$ cat config.mk
export PLATFORM = sky130hd
export DESIGN_NAME = bram_stream_ctrl_flat
export DESIGN_NICKNAME = d
export VERILOG_FILES = /design/src/rtl/bram_ctrl_pkg.sv /design/src/rtl/bram_stream_ctrl_if.sv /design/src/rtl/stream_fifo2.sv /design/src/rtl/bram_stream_ctrl.sv /design/src/flat_wrapper.sv
export SDC_FILE = /design/constraint.sdc
export NUM_CORES = 1
export LEC_CHECK = 0
export CORE_ASPECT_RATIO = 1.4
export CORE_MARGIN = 5
export CORE_UTILIZATION = 25
export DETAILED_ROUTE_END_ITERATION = 7
export GPL_ROUTABILITY_DRIVEN = 0
export SLEW_MARGIN = 40
export SYNTH_ARGS = -nofsm -noshare
export SYNTH_HDL_FRONTEND = slang
export SYNTH_SLANG_ARGS = --single-unit
$ cat constraint.sdc
create_clock -name clk -period 10.7 [get_ports clk]
set_input_delay 2.675 -clock clk [delete_from_list [all_inputs] [get_ports clk]]
set_output_delay 2.675 -clock clk [all_outputs]
set_load 0.02 [all_outputs]
$ cat src/rtl/bram_ctrl_pkg.sv
// Shared definitions for the BRAM stream controller: FSM state type and default geometry.
package bram_ctrl_pkg;

  localparam int DEF_DWIDTH   = 32;
  localparam int DEF_AWIDTH   = 12;
  localparam int DEF_MEM_SIZE = 3840;

  typedef enum logic [1:0] {
    IDLE,
    WRITE,
    READ,
    DONE
  } state_t;

endpackage

$ cat src/rtl/bram_stream_ctrl_if.sv
// Stream and BRAM port bundle of bram_stream_ctrl; master = controller side,
// slave = the environment (stream source/sink plus the dual-port BRAM).
interface bram_stream_ctrl_if #(
  parameter int DWIDTH = bram_ctrl_pkg::DEF_DWIDTH,
  parameter int AWIDTH = bram_ctrl_pkg::DEF_AWIDTH
);

  logic              s_valid_i;
  logic              s_ready_o;
  logic [DWIDTH-1:0] s_data_i;
  logic              m_valid_o;
  logic              m_ready_i;
  logic [DWIDTH-1:0] m_data_o;
  logic [AWIDTH-1:0] addr0_o;
  logic              ce0_o;
  logic              we0_o;
  logic [DWIDTH-1:0] d0_o;
  logic [AWIDTH-1:0] addr1_o;
  logic              ce1_o;
  logic              we1_o;
  logic [DWIDTH-1:0] q1_i;

  modport master (
    input  s_valid_i, s_data_i, m_ready_i, q1_i,
    output s_ready_o, m_valid_o, m_data_o,
    output addr0_o, ce0_o, we0_o, d0_o,
    output addr1_o, ce1_o, we1_o
  );

  modport slave (
    output s_valid_i, s_data_i, m_ready_i, q1_i,
    input  s_ready_o, m_valid_o, m_data_o,
    input  addr0_o, ce0_o, we0_o, d0_o,
    input  addr1_o, ce1_o, we1_o
  );

endinterface

$ cat src/rtl/stream_fifo2.sv
// Two-entry output FIFO; a push into a full FIFO is accepted only when the head
// is popped in the same cycle.
module stream_fifo2
  import bram_ctrl_pkg::*;
#(
  parameter int DWIDTH = DEF_DWIDTH
) (
  input  logic              clk,
  input  logic              reset,
  input  logic              push_i,
  input  logic [DWIDTH-1:0] data_i,
  input  logic              pop_i,
  output logic              valid_o,
  output logic [DWIDTH-1:0] data_o,
  output logic [1:0]        count_o
);

  logic [DWIDTH-1:0] mem_q [2];
  logic [DWIDTH-1:0] mem_d [2];
  logic              rd_ptr_q, rd_ptr_d;
  logic              wr_ptr_q, wr_ptr_d;
  logic [1:0]        count_q, count_d;
  logic              do_push, do_pop;

  always_comb begin
    do_pop   = pop_i && (count_q != 2'd0);
    do_push  = push_i && ((count_q != 2'd2) || do_pop);
    mem_d    = mem_q;
    rd_ptr_d = rd_ptr_q;
    wr_ptr_d = wr_ptr_q;
    if (do_push) begin
      mem_d[wr_ptr_q] = data_i;
      wr_ptr_d        = ~wr_ptr_q;
    end
    if (do_pop) begin
      rd_ptr_d = ~rd_ptr_q;
    end
    count_d = count_q + {1'b0, do_push} - {1'b0, do_pop};
  end

  always_ff @(posedge clk or posedge reset) begin
    if (reset) begin
      mem_q[0] <= '0;
      mem_q[1] <= '0;
      rd_ptr_q <= 1'b0;
      wr_ptr_q <= 1'b0;
      count_q  <= 2'd0;
    end else begin
      mem_q    <= mem_d;
      rd_ptr_q <= rd_ptr_d;
      wr_ptr_q <= wr_ptr_d;
      count_q  <= count_d;
    end
  end

  assign valid_o = (count_q != 2'd0);
  assign data_o  = mem_q[rd_ptr_q];
  assign count_o = count_q;

endmodule

$ cat src/rtl/bram_stream_ctrl.sv
// Streams num words into BRAM port 0, then replays them from port 1 through a 2-entry FIFO.
// Optional write/read checksum compare is built when BRAM_STREAM_CTRL_CHECKSUM_EN is defined.
module bram_stream_ctrl
  import bram_ctrl_pkg::*;
#(
  parameter int DWIDTH   = DEF_DWIDTH,
  parameter int AWIDTH   = DEF_AWIDTH,
  parameter int MEM_SIZE = DEF_MEM_SIZE
) (
  input  logic               clk,
  input  logic               reset,
  input  logic               start_i,
  input  logic [AWIDTH-1:0]  num_i,
  bram_stream_ctrl_if.master bus,
  output logic               busy_o,
  output logic               done_o,
  output logic               sum_err_o
);

  // One extra bit so a count can reach MEM_SIZE even when it equals 2**AWIDTH.
  localparam int            CW        = AWIDTH + 1;
  localparam logic [CW-1:0] MEM_WORDS = CW'(MEM_SIZE);
  localparam logic [CW-1:0] ONE       = CW'(1);

  state_t            state_q, state_d;
  logic [CW-1:0]     num_q, num_d;
  logic [CW-1:0]     wr_cnt_q, wr_cnt_d;
  logic [CW-1:0]     rd_cnt_q, rd_cnt_d;
  logic [CW-1:0]     pop_cnt_q, pop_cnt_d;
  logic              inflight_q, inflight_d;
  logic [CW-1:0]     num_clamped;
  logic              wr_fire, rd_issue, pop;
  logic [2:0]        pending;
  logic              fifo_valid;
  logic [DWIDTH-1:0] fifo_data;
  logic [1:0]        fifo_count;

  // A read is only issued when its data is guaranteed a FIFO slot one cycle later.
  always_comb begin
    num_clamped = ({1'b0, num_i} > MEM_WORDS) ? MEM_WORDS : {1'b0, num_i};
    wr_fire     = (state_q == WRITE) && bus.s_valid_i;
    pop         = (state_q == READ) && fifo_valid && bus.m_ready_i;
    pending     = {1'b0, fifo_count} + {2'b00, inflight_q};
    rd_issue    = (state_q == READ) && (rd_cnt_q < num_q) &&
                  (pending <= (3'd1 + {2'b00, pop}));

    state_d    = state_q;
    num_d      = num_q;
    wr_cnt_d   = wr_cnt_q;
    rd_cnt_d   = rd_cnt_q;
    pop_cnt_d  = pop_cnt_q;
    inflight_d = rd_issue;

    case (state_q)
      IDLE: begin
        if (start_i) begin
          num_d     = num_clamped;
          wr_cnt_d  = '0;
          rd_cnt_d  = '0;
          pop_cnt_d = '0;
          state_d   = (num_clamped == '0) ? DONE : WRITE;
        end
      end
      WRITE: begin
        if (wr_fire) begin
          wr_cnt_d = wr_cnt_q + ONE;
          if (wr_cnt_d == num_q) begin
            state_d = READ;
          end
        end
      end
      READ: begin
        if (rd_issue) begin
          rd_cnt_d = rd_cnt_q + ONE;
        end
        if (pop) begin
          pop_cnt_d = pop_cnt_q + ONE;
          if (pop_cnt_d == num_q) begin
            state_d = DONE;
          end
        end
      end
      DONE:    state_d = IDLE;
      default: state_d = IDLE;
    endcase
  end

  always_ff @(posedge clk or posedge reset) begin
    if (reset) begin
      state_q    <= IDLE;
      num_q      <= '0;
      wr_cnt_q   <= '0;
      rd_cnt_q   <= '0;
      pop_cnt_q  <= '0;
      inflight_q <= 1'b0;
    end else begin
      state_q    <= state_d;
      num_q      <= num_d;
      wr_cnt_q   <= wr_cnt_d;
      rd_cnt_q   <= rd_cnt_d;
      pop_cnt_q  <= pop_cnt_d;
      inflight_q <= inflight_d;
    end
  end

  stream_fifo2 #(
    .DWIDTH (DWIDTH)
  ) u_fifo (
    .clk     (clk),
    .reset   (reset),
    .push_i  (inflight_q),
    .data_i  (bus.q1_i),
    .pop_i   (pop),
    .valid_o (fifo_valid),
    .data_o  (fifo_data),
    .count_o (fifo_count)
  );

  assign bus.s_ready_o = (state_q == WRITE);
  assign bus.ce0_o     = wr_fire;
  assign bus.we0_o     = wr_fire;
  assign bus.addr0_o   = wr_fire ? wr_cnt_q[AWIDTH-1:0] : '0;
  assign bus.d0_o      = wr_fire ? bus.s_data_i : '0;
  assign bus.ce1_o     = rd_issue;
  assign bus.we1_o     = 1'b0;
  assign bus.addr1_o   = rd_issue ? rd_cnt_q[AWIDTH-1:0] : '0;
  assign bus.m_valid_o = (state_q == READ) && fifo_valid;
  assign bus.m_data_o  = bus.m_valid_o ? fifo_data : '0;
  assign busy_o        = (state_q != IDLE);
  assign done_o        = (state_q == DONE);

`ifdef BRAM_STREAM_CTRL_CHECKSUM_EN
  logic [DWIDTH-1:0] wsum_q, wsum_d;
  logic [DWIDTH-1:0] rsum_q, rsum_d;
  logic              sum_err_q, sum_err_d;

  // Sums restart on every accepted start; the verdict is latched in DONE and held until the next start.
  always_comb begin
    wsum_d    = wsum_q;
    rsum_d    = rsum_q;
    sum_err_d = sum_err_q;
    if ((state_q == IDLE) && start_i) begin
      wsum_d    = '0;
      rsum_d    = '0;
      sum_err_d = 1'b0;
    end
    if (wr_fire) begin
      wsum_d = wsum_q + bus.s_data_i;
    end
    if (pop) begin
      rsum_d = rsum_q + fifo_data;
    end
    if (state_q == DONE) begin
      sum_err_d = (wsum_q != rsum_q);
    end
  end

  always_ff @(posedge clk or posedge reset) begin
    if (reset) begin
      wsum_q    <= '0;
      rsum_q    <= '0;
      sum_err_q <= 1'b0;
    end else begin
      wsum_q    <= wsum_d;
      rsum_q    <= rsum_d;
      sum_err_q <= sum_err_d;
    end
  end

  assign sum_err_o = sum_err_q;
`else
  assign sum_err_o = 1'b0;
`endif

endmodule

$ cat src/flat_wrapper.sv
// flat-port wrapper written by rule: the top's interface ports become plain ports
module bram_stream_ctrl_flat import bram_ctrl_pkg::*;
#(
  parameter int DWIDTH   = DEF_DWIDTH,
  parameter int AWIDTH   = DEF_AWIDTH,
  parameter int MEM_SIZE = DEF_MEM_SIZE
)
  (clk, reset, start_i, num_i, busy_o, done_o, sum_err_o, bus_s_valid_i, bus_s_data_i, bus_m_ready_i, bus_q1_i, bus_s_ready_o, bus_m_valid_o, bus_m_data_o, bus_addr0_o, bus_ce0_o, bus_we0_o, bus_d0_o, bus_addr1_o, bus_ce1_o, bus_we1_o);
  bram_stream_ctrl_if #(.DWIDTH(DWIDTH), .AWIDTH(AWIDTH)) bus_i ();
  input  logic clk;
  input  logic reset;
  input  logic start_i;
  input  logic [AWIDTH-1:0] num_i;
  output logic busy_o;
  output logic done_o;
  output logic sum_err_o;
  input wire logic [$bits(bus_i.s_valid_i)-1:0] bus_s_valid_i;
  input wire logic [$bits(bus_i.s_data_i)-1:0] bus_s_data_i;
  input wire logic [$bits(bus_i.m_ready_i)-1:0] bus_m_ready_i;
  input wire logic [$bits(bus_i.q1_i)-1:0] bus_q1_i;
  output wire logic [$bits(bus_i.s_ready_o)-1:0] bus_s_ready_o;
  output wire logic [$bits(bus_i.m_valid_o)-1:0] bus_m_valid_o;
  output wire logic [$bits(bus_i.m_data_o)-1:0] bus_m_data_o;
  output wire logic [$bits(bus_i.addr0_o)-1:0] bus_addr0_o;
  output wire logic [$bits(bus_i.ce0_o)-1:0] bus_ce0_o;
  output wire logic [$bits(bus_i.we0_o)-1:0] bus_we0_o;
  output wire logic [$bits(bus_i.d0_o)-1:0] bus_d0_o;
  output wire logic [$bits(bus_i.addr1_o)-1:0] bus_addr1_o;
  output wire logic [$bits(bus_i.ce1_o)-1:0] bus_ce1_o;
  output wire logic [$bits(bus_i.we1_o)-1:0] bus_we1_o;
  assign bus_i.s_valid_i = bus_s_valid_i;
  assign bus_i.s_data_i = bus_s_data_i;
  assign bus_i.m_ready_i = bus_m_ready_i;
  assign bus_i.q1_i = bus_q1_i;
  assign bus_s_ready_o = bus_i.s_ready_o;
  assign bus_m_valid_o = bus_i.m_valid_o;
  assign bus_m_data_o = bus_i.m_data_o;
  assign bus_addr0_o = bus_i.addr0_o;
  assign bus_ce0_o = bus_i.ce0_o;
  assign bus_we0_o = bus_i.we0_o;
  assign bus_d0_o = bus_i.d0_o;
  assign bus_addr1_o = bus_i.addr1_o;
  assign bus_ce1_o = bus_i.ce1_o;
  assign bus_we1_o = bus_i.we1_o;
  bram_stream_ctrl #(.DWIDTH(DWIDTH), .AWIDTH(AWIDTH), .MEM_SIZE(MEM_SIZE)) u_core (.clk(clk), .reset(reset), .start_i(start_i), .num_i(num_i), .bus(bus_i), .busy_o(busy_o), .done_o(done_o), .sum_err_o(sum_err_o));
endmodule
After elaboration in Yosys (flattened, before gate mapping)
Cells that the tools add are included.
{ "totals": {"regBits": 123, "input_bits": 81, "out_inout_bits": 97, "word_cells": 85} }
{ "op_classes": {"addsub": 7, "order_cmp": 6, "eq_ne": 12, "n_mux": 25, "n_bitwise": 4, "reduce_logical": 20} }
{ "op_table": {"columns": ["op", "n"], "rows": [
  ["2-to-1 mux 32 bit", 6],
  ["one-hot mux 13 bit (2 select lines)", 3],
  ["bitwise mux 64 bit", 1],
  ["2-to-1 mux 13 bit", 4],
  ["adder 13 x 1 -> 13 bit (second input constant)", 3],
  ["2-to-1 mux 12 bit", 3],
  ["demux 32 bit (select 1 bit)", 1],
  ["== test 13 bit", 2],
  ["zero test 13 bit", 1],
  ["< comparator 13 bit", 1],
  ["> comparator 12 bit (second input constant)", 1],
  ["2-to-1 mux 2 bit", 6],
  ["AND reduction 3 bit", 3],
  ["logical AND 1 bit", 8],
  ["inequality test 2 x 1 -> 1 bit (second input constant)", 4],
  ["one-hot mux 2 bit (4 select lines)", 1],
  ["nonzero test 2 bit", 4],
  ["inequality test 2 bit (second input constant)", 3],
  ["AND reduction 5 bit", 1],
  ["== test 2 bit (second input constant)", 2],
  ["greater-or-equal comparator 2 bit (second input constant)", 2],
  ["inverter 1 -> 2 bit", 2],
  ["adder 2 x 1 -> 3 bit", 1],
  ["<= comparator 3 bit", 1],
  ["other kinds (9)", 10]
]} }

Logic depth before layout (Yosys ltp)
Gate-level depths: netlist (run 1).
{ "depth": {"depth_word": 8, "depth_mapped": 13, "mapped_depth_nobuf": 11} }

Cells and area by module
Synthesis (run 1) repeated with hierarchy kept, for this count alone.
{ "hier_totals": {"hier_cells": 759, "area_unflattened_um2": 7557.2} }
{ "modules_own_cells": {"columns": ["mod", "n_inst", "cells_per_inst", "area_each_um2", "seq_area_each_um2"], "rows": [
  ["bram_stream_ctrl", 1, 559, 4510.6, 1351.3],
  ["stream_fifo2", 1, 200, 3046.7, 1701.6]
]} }

Worst setup path before layout (run 1)
OpenSTA, ideal clock, no wires.
{ "synth_path": {"path_type": "in2out", "startpoint": "input bus_m_ready_i", "endpoint": "output bus_addr1_o[0]", "arrival_time_ps": 5027, "required_time_ps": 8025, "setup_slack_ps": 2998, "stages": 9, "n_path_buf": 1, "path_cell_list": "o211ai_1 > fa_1 > nor3b_1 > o21ai_0 > o2111ai_1 > a21o_1 > inv_1 > clkbuf_1 > and2_1"} }
{ "synth_between": {"elab_chain_len": 5} }
{ "synth_rtl": {"columns": ["item", "line", "rtl"], "rows": [
  ["start: declaration", "flat_wrapper.sv:19", "input wire logic [$bits(bus_i.m_ready_i)-1:0] bus_m_ready_i;"],
  ["logical AND 1 bit", "bram_stream_ctrl.sv:42", "pop = (state_q == READ) && fifo_valid && bus.m_ready_i;"],
  ["adder 1 x 1 -> 2 bit", "bram_stream_ctrl.sv:45", "(pending <= (3'd1 + {2'b00, pop}));"],
  ["<= comparator 3 bit", "bram_stream_ctrl.sv:45", null],
  ["logical AND 1 bit", "bram_stream_ctrl.sv:44", "rd_issue = (state_q == READ) && (rd_cnt_q < num_q) &&"],
  ["via bus_ce1_o", "flat_wrapper.sv:29", "output wire logic [$bits(bus_i.ce1_o)-1:0] bus_ce1_o;"],
  ["2-to-1 mux 12 bit", "bram_stream_ctrl.sv:126", "assign bus.addr1_o = rd_issue ? rd_cnt_q[AWIDTH-1:0] : '0;"],
  ["end: declaration", "flat_wrapper.sv:28", "output wire logic [$bits(bus_i.addr1_o)-1:0] bus_addr1_o;"]
]} }
The timed path passes the listed nets, and every way through them passes these cells.

Final worst setup path (run 1)
{ "layout_path": {"startpoint": "input bus_m_ready_i", "endpoint": "output bus_addr1_o[9]"} }
{ "layout_between": {"elab_chain_len": 5} }
{ "layout_rtl": {"columns": ["item", "line"], "rows": [
  ["logical AND 1 bit", "bram_stream_ctrl.sv:42"],
  ["adder 1 x 1 -> 2 bit", "bram_stream_ctrl.sv:45"],
  ["<= comparator 3 bit", "bram_stream_ctrl.sv:45"],
  ["logical AND 1 bit", "bram_stream_ctrl.sv:44"],
  ["2-to-1 mux 12 bit", "bram_stream_ctrl.sv:126"]
]} }
Every way passes these cells.

==> results.yml, run 1 <==
logic_synthesis:
  ys_ff_latch: 122
  synthesis.area_sq_um: 7470
  synth_top_flop_cell: "dfrtp_1"
  synth-compound-area-share_pct: 13.8
  synth_top_family_by_area: "simple AND/OR/NAND/NOR gates"
  synth-seq-area-share_pct: 40.9
  synth_top_area_share_pct: 40.9
  synth_edf_count: 0
  synthXorXnorAreaFrac_pct: 3.40
  syn_area_per_cell_sq_um: 9.71
  yosys.area.top_type: "dfrtp_1"
  ys_async_sr_fraction_pct: 100
  syn_inst: 769
  synth_area_leaders: "dfrtp_1 41%, mux2_2 10%, mux2i_1 4.8%"
  yosysWarnings: 0
  synth.distinct_cells: 63
  synthSimpleGateAreaFrac_pct: 17.6
  muxShareOfSynthArea_pct: 15.2
  synth_fa_ha_area_share_pct: 4.12
floorplan:
  die_w_um: 156
  initial_core_util_pct: 25.1
  pin_count: 178
  row_count: 75
  dieArea_sq_um: 33500
  core_sq_um: 29700
  fp.dieH_um: 215
status:
  status: "completed"
drt:
  drtIter0Drc: 283
  dr.pass1.iters: 5
  num_vias: 6289
  antenna_left: 0
  routed_wl_um: 21200
  vias_per_cell: 4.79
  route.detailed.drc: 0
  wire_per_inst_um: 16.1
worst_setup_path:
  critPathLaunchType: "primary input"
  timing_worst_setup_path_type: "in -> out"
  reg2reg_depth: 12
  crit_chain: "clkdlybuf4s50_1 -> o211ai_1 -> fa_1 -> nor3b_1 -> o21ai_0 -> o2111ai_1 -> a21o_1 -> inv_1 -> and2_1 -> clkdlybuf4s50_1"
  rrSetupSlack_ns: 6.62
  startpoint: "bus_m_ready_i"
  worstSetupEndpointType: "primary output"
  cp_slowest_cell: "clkdlybuf4s50_1"
  crit_fanout: 15
  cp_top_family: "buffers and inverters"
  path_common_cell: "clkdlybuf4s50_1"
  max_stage_delay_ns: 0.63
  r2r-end: "u_core.rd_cnt_q[0]"
  worstReg2RegStart: "u_core.state_q[0]"
  worstPathArrival_ns: 6.28
  path_buf_inv: 3
  required_ns: 8.03
timing:
  tightest_slew_ns: 0.719
  finalHoldViolCount: 0
  period_share_pct: 83.6
  fmax_mhz: 112
  slew_viol_final: 0
  final.setup_skew_ns: 0.0104
  setup_viol: 0
  slew_headroom_pct: 51.5
  tns_ns: 0
  grt_setup_unrepaired: "false"
  period_needed_ns: 8.95
cts:
  root_buffer: "clkbuf_16"
  numClockSinks: 122
  h-tree-depth: 4
  path_clk_slew_ns: 0.06
  cts_tree: "built"
  clockBufferDepth: 2
  post_cts_buffers: 0
  cts_resized: 0
  clk_latency_ns: 0.42
  hold_buffers: 0
  cts_buffers: 17
min_path:
  hold_path_depth: 1
  min_to: "u_core.u_fifo.mem_q[35]"
  hold_path.class: "reg -> reg"
  min_from: "u_core.u_fifo.mem_q[35]"
layout:
  fin_nets: 1020
  syn_to_final_growth_pct: 35.7
  drive_gt1_share_pct: 13.0
  diodes: 0
  final_cell_area_sq_um: 10100
  fillCellCount: 3022
flow_run:
  drv_cap: 0
global_route:
  antenna_found_initial: 0
  overflow: 0
  grt_pass1_wl_um: 34200
  grt_usage_pct: 12.7
  grt_pass1_vias: 6148
  grt_max_degree: 78
power_and_ir_drop:
  cellPowerDensity_nw_per_um2: 237
  leakagePower_nw: 4.36
  ir_drop_uv: 125
placed_design:
  hpwl_um: 15000
  post_dp_cell_area_sq_um: 9520
  io_buffers: 175
==> state kept, by name (all words and copies together) (netlist names), 2 cells and up <==
name and cells:
u_core.state_q 2, u_core.u_fifo.mem_q 64, u_core.wr_cnt_q 13, u_core.rd_cnt_q 13
u_core.num_q 12, u_core.u_fifo.count_o 2, u_core.pop_cnt_q 13
==> kinds of logic after synthesis <==
family                     after synthesis
adders and majority gates               24
buffers and inverters                   87
xor gates and xnor gates                29
other                                    1
muxes                                  105
AOI/OAI and AO/OA                      148
DFF                                    122
and+or+nand+nor                        253
==> cells in the final DEF (no fill, tap or decap), drive strengths merged, types with 6 or more instances in the layout <==
master | synthesis | final
a21o | 16 | 16
a21oi | 18 | 18
a22o | 19 | 19
a31oi | 7 | 7
and2 | 11 | 11
and3 | 52 | 52
and4 | 6 | 6
buf | 21 | 8
clkbuf | 35 | 17
clkdlybuf4s50 | 0 | 174
dfrtp | 122 | 122
ha | 23 | 23
inv | 31 | 36
mux2 | 69 | 69
mux2i | 36 | 36
nand2 | 40 | 40
nand3 | 25 | 25
nand4 | 11 | 11
nor2 | 71 | 71
nor3 | 13 | 13
o2111ai | 6 | 6
o21ai | 44 | 44
o31ai | 7 | 7
xnor2 | 20 | 20
xor2 | 9 | 9
==> cell type report <==
cell class / count / area (sq um) / share of cell area (%)
multi-input combinational: 561 / 4060 / 40.0
sequential: 122 / 3060 / 30.2
timing repair buffer: 182 / 1800 / 17.8
tap: 385 / 482 / 4.75
clock buffer: 17 / 425 / 4.20
clock inverter: 15 / 190 / 1.88
inverter: 31 / 119 / 1.17
==> through the flow <==
step                      cells  worst slack [ns]  total power, mW  hold WS (ns)  util (%)
final                      1313              1.75             2.40         0.504      34.1
after global placement     1281              1.76             1.79         0.487      32.0
after CTS                  1313              1.68             2.43         0.506      34.1
after global routing       1313              1.41             2.56         0.521      34.1
after floorplan             770              3.00             1.47         0.468         -
after detailed placement   1281              1.68             1.81         0.493      32.0
==> report_power, final <==
part | switching, mW | total, mW | leakage [nW] | internal, mW
sequential | 0.181 | 0.811 | 1.55 | 0.630
combinational | 0.499 | 0.981 | 2.51 | 0.482
clock | 0.235 | 0.606 | 0.293 | 0.371
total | 0.914 | 2.40 | 4.36 | 1.48
==> worst max-delay path by stage <==
stage / to / slack (ns) / cells past startpoint
after CTS: bus_addr1_o[9] / 1.68 / 10
after global placement: bus_addr1_o[9] / 1.76 / 10
final: bus_addr1_o[9] / 1.75 / 10
after detailed placement: bus_addr1_o[9] / 1.68 / 10
after global routing: bus_addr1_o[9] / 1.41 / 10
after floorplan: bus_addr1_o[0] / 3.00 / 9
==> per-layer routing <==
metal	up-vias	GRT usage (%)	part of all wire, %
li1	3062	-	-
met1	3080	15.3	41
met2	114	22.3	53
met3	33	1.86	2.7
met4	0	5.05	2.7
met5	-	0	0
==> cells in the mapped netlist (3+ instances only) <==
cell and count:
ha_1 23, xnor2_1 20, clkbuf_1 35, o211ai_1 5, a31oi_1 7, mux2i_1 36, nand2b_1 5, nand3_1 25
a21o_1 16, nor3_1 13, a22o_1 19, or3_1 4, buf_2 11, o21ai_0 42, mux2_2 69, o41ai_1 4
nand4_1 10, dfrtp_1 122, and2_1 11, nand2_1 39, a21oi_1 18, nor4_1 3, o31ai_1 7, o2111ai_1 6
buf_4 6, and4_1 6, nor2_1 71, buf_1 3, inv_1 31, xor2_1 9, and3_1 52
(Power assumes the default switching activity.)
==> run 2: changes to the inputs <==
Clock period 10.7 ns to 8.36 ns, I/O delays scaled along.
==> run 2 against run 1 <==
  * Register-to-register slack got worse by 2.1 ns
  * First-iteration DRC count fell by 9.9%
  * Clock skew fell by 0.0033 ns
  * Cell count rose by 0.15%
  * Clock-buffer cell count rose by 4
  * Power rose by 26%
  * Critical path type unchanged
  * Critical endpoint unchanged
  * Largest power group unchanged
==> results.yml, run 2 (synthesis gave the netlist of run 1 again) <==
min_path:
  hold_path.class: "reg -> reg"
  hold_path_depth: 1
  min_to: "u_core.u_fifo.mem_q[43]"
  min_from: "u_core.u_fifo.mem_q[43]"
worst_setup_path:
  timing_worst_setup_path_type: "in -> out"
  rrSetupSlack_ns: 4.50
  r2r-end: "u_core.rd_cnt_q[0]"
  worstPathArrival_ns: 5.48
  reg2reg_depth: 13
  critPathLaunchType: "primary input"
  worstReg2RegStart: "u_core.state_q[0]"
  worstSetupEndpointType: "primary output"
  crit_fanout: 15
  cp_slowest_cell: "clkdlybuf4s50_1"
  crit_chain: "clkdlybuf4s50_1 -> o211ai_1 -> fa_1 -> nor3b_1 -> o21ai_0 -> o2111ai_1 -> buf_4 -> a21o_1 -> inv_1 -> and2_1 -> clkdlybuf4s50_1"
  max_stage_delay_ns: 0.63
  path_common_cell: "clkdlybuf4s50_1"
  required_ns: 6.27
power_and_ir_drop:
  ir_drop_uv: 177
  leakagePower_nw: 4.35
  cellPowerDensity_nw_per_um2: 299
drt:
  route.detailed.drc: 0
  antenna_left: 0
  vias_per_cell: 4.80
  dr.pass1.iters: 4
  wire_per_inst_um: 16.1
  num_vias: 6315
  drtIter0Drc: 255
  routed_wl_um: 21100
timing:
  tightest_slew_ns: 0.713
  tns_ns: 0
  fmax_mhz: 132
  period_share_pct: 90.6
  finalHoldViolCount: 0
  grt_setup_unrepaired: "false"
  slew_headroom_pct: 52.3
  slew_viol_final: 0
  final.setup_skew_ns: 0.00706
  period_needed_ns: 7.57
  setup_viol: 0
floorplan:
  dieArea_sq_um: 33500
  core_sq_um: 29700
  initial_core_util_pct: 25.1
  fp.dieH_um: 215
  row_count: 75
  die_w_um: 156
  pin_count: 178
status:
  status: "completed"
layout:
  syn_to_final_growth_pct: 35.3
  fin_cells: 1315
  fin_nets: 1021
  largest_register_ffs: 64
  mostFrequentLayoutCells: "174 x clkdlybuf4s50_1, 121 x dfrtp_1, 70 x nor2_1"
  final_cell_area_sq_um: 10100
  regMostFlops: "u_core.u_fifo.mem_q"
  drive_gt1_share_pct: 12.9
  layout_commonest_cell: "clkdlybuf4s50_1"
cts:
  cts_resized: 0
  clk_latency_ns: 0.42
  root_buffer: "clkbuf_16"
  post_cts_buffers: 0
  path_clk_slew_ns: 0.06
  cts_buffers: 17
  cts_tree: "built"
  h-tree-depth: 4
  clockBufferDepth: 2
  hold_buffers: 0
  numClockSinks: 122
flow_run:
  drv_cap: 0
global_route:
  grt_max_degree: 63
  grt_pass1_vias: 6617
  antenna_found_initial: 1
  overflow: 0
  grt_usage_pct: 12.7
  grt_pass1_wl_um: 34500
placed_design:
  post_dp_cell_area_sq_um: 9520
  hpwl_um: 15000
  place_inst: 1282
  io_buffers: 175
==> run 2: changes by cell type in the layout (fill, tap and decap cells not counted) <==
cell | before | now
inv_6 | 4 | 2
buf_4 | 6 | 7
clkinv_2 | 1 | 4
bufinv_16 | 3 | 2
inv_4 | 1 | 0
diode_2 | 0 | 1
clkinv_4 | 3 | 1
clkbuf_1 | 0 | 2
inv_8 | 1 | 0
clkbuf_8 | 0 | 2
==> run 2: per-stage QoR <==
| stage | setup WS, ns | hold slack (ns) | utilization (%) | total power [mW] |
|---|---|---|---|---|
| global placement | 0.771 | 0.486 | 32.0 | 2.29 |
| finish | 0.789 | 0.502 | 34.0 | 3.02 |
| detailed placement | 0.732 | 0.490 | 32.0 | 2.32 |
| global route | 0.491 | 0.510 | 34.0 | 3.23 |
| CTS | 0.721 | 0.504 | 34.0 | 3.06 |
| floorplan | 1.83 | 0.468 | - | 1.88 |
==> run 2: worst max-delay path by stage <==
stage / cells past startpoint / slack [ns] / endpoint / start
CTS: 11 / 0.72 / bus_addr1_o[9] / bus_m_ready_i
floorplan: 9 / 1.83 / bus_addr1_o[0] / bus_m_ready_i
global placement: 11 / 0.77 / bus_addr1_o[9] / bus_m_ready_i
finish: 11 / 0.79 / bus_addr1_o[9] / bus_m_ready_i
global route: 11 / 0.49 / bus_addr1_o[3] / bus_m_ready_i
detailed placement: 11 / 0.73 / bus_addr1_o[9] / bus_m_ready_i
==> run 2: layout make-up <==
| class | count | area (sq um) |
|---|---|---|
| multi-input combinational | 561 | 4060 |
| fill | 3030 | 19600 |
| sequential | 122 | 3060 |
| timing repair buffer | 183 | 1810 |
| antenna | 1 | 2.50 |
| inverter | 31 | 121 |
| clock buffer | 21 | 460 |
| tap | 385 | 482 |
| clock inverter | 11 | 120 |
==> run 2: metal layers <==
layer	up-vias	routed length (um)	global-route usage [%]	share of wire, %
met5	-	0	0	0
met1	3089	8480	14.4	40
met3	32	712	2.24	3.4
met2	124	11400	22.8	54
met4	0	567	5.64	2.7
li1	3070	-	-	-
==> run 2: power by group <==
group | leakage, nW | internal, mW | switching [mW]
sequential | 1.55 | 0.807 | 0.232
clock | 0.279 | 0.453 | 0.269
combinational | 2.51 | 0.620 | 0.636
==> run 2: worst max-delay path, delay by kind of cell <==
family | cells | cell delay [ns]
buf+inv | 4 | 1.64
compound gates | 4 | 0.86
fa+ha+maj | 1 | 0.57
simple gates | 2 | 0.33
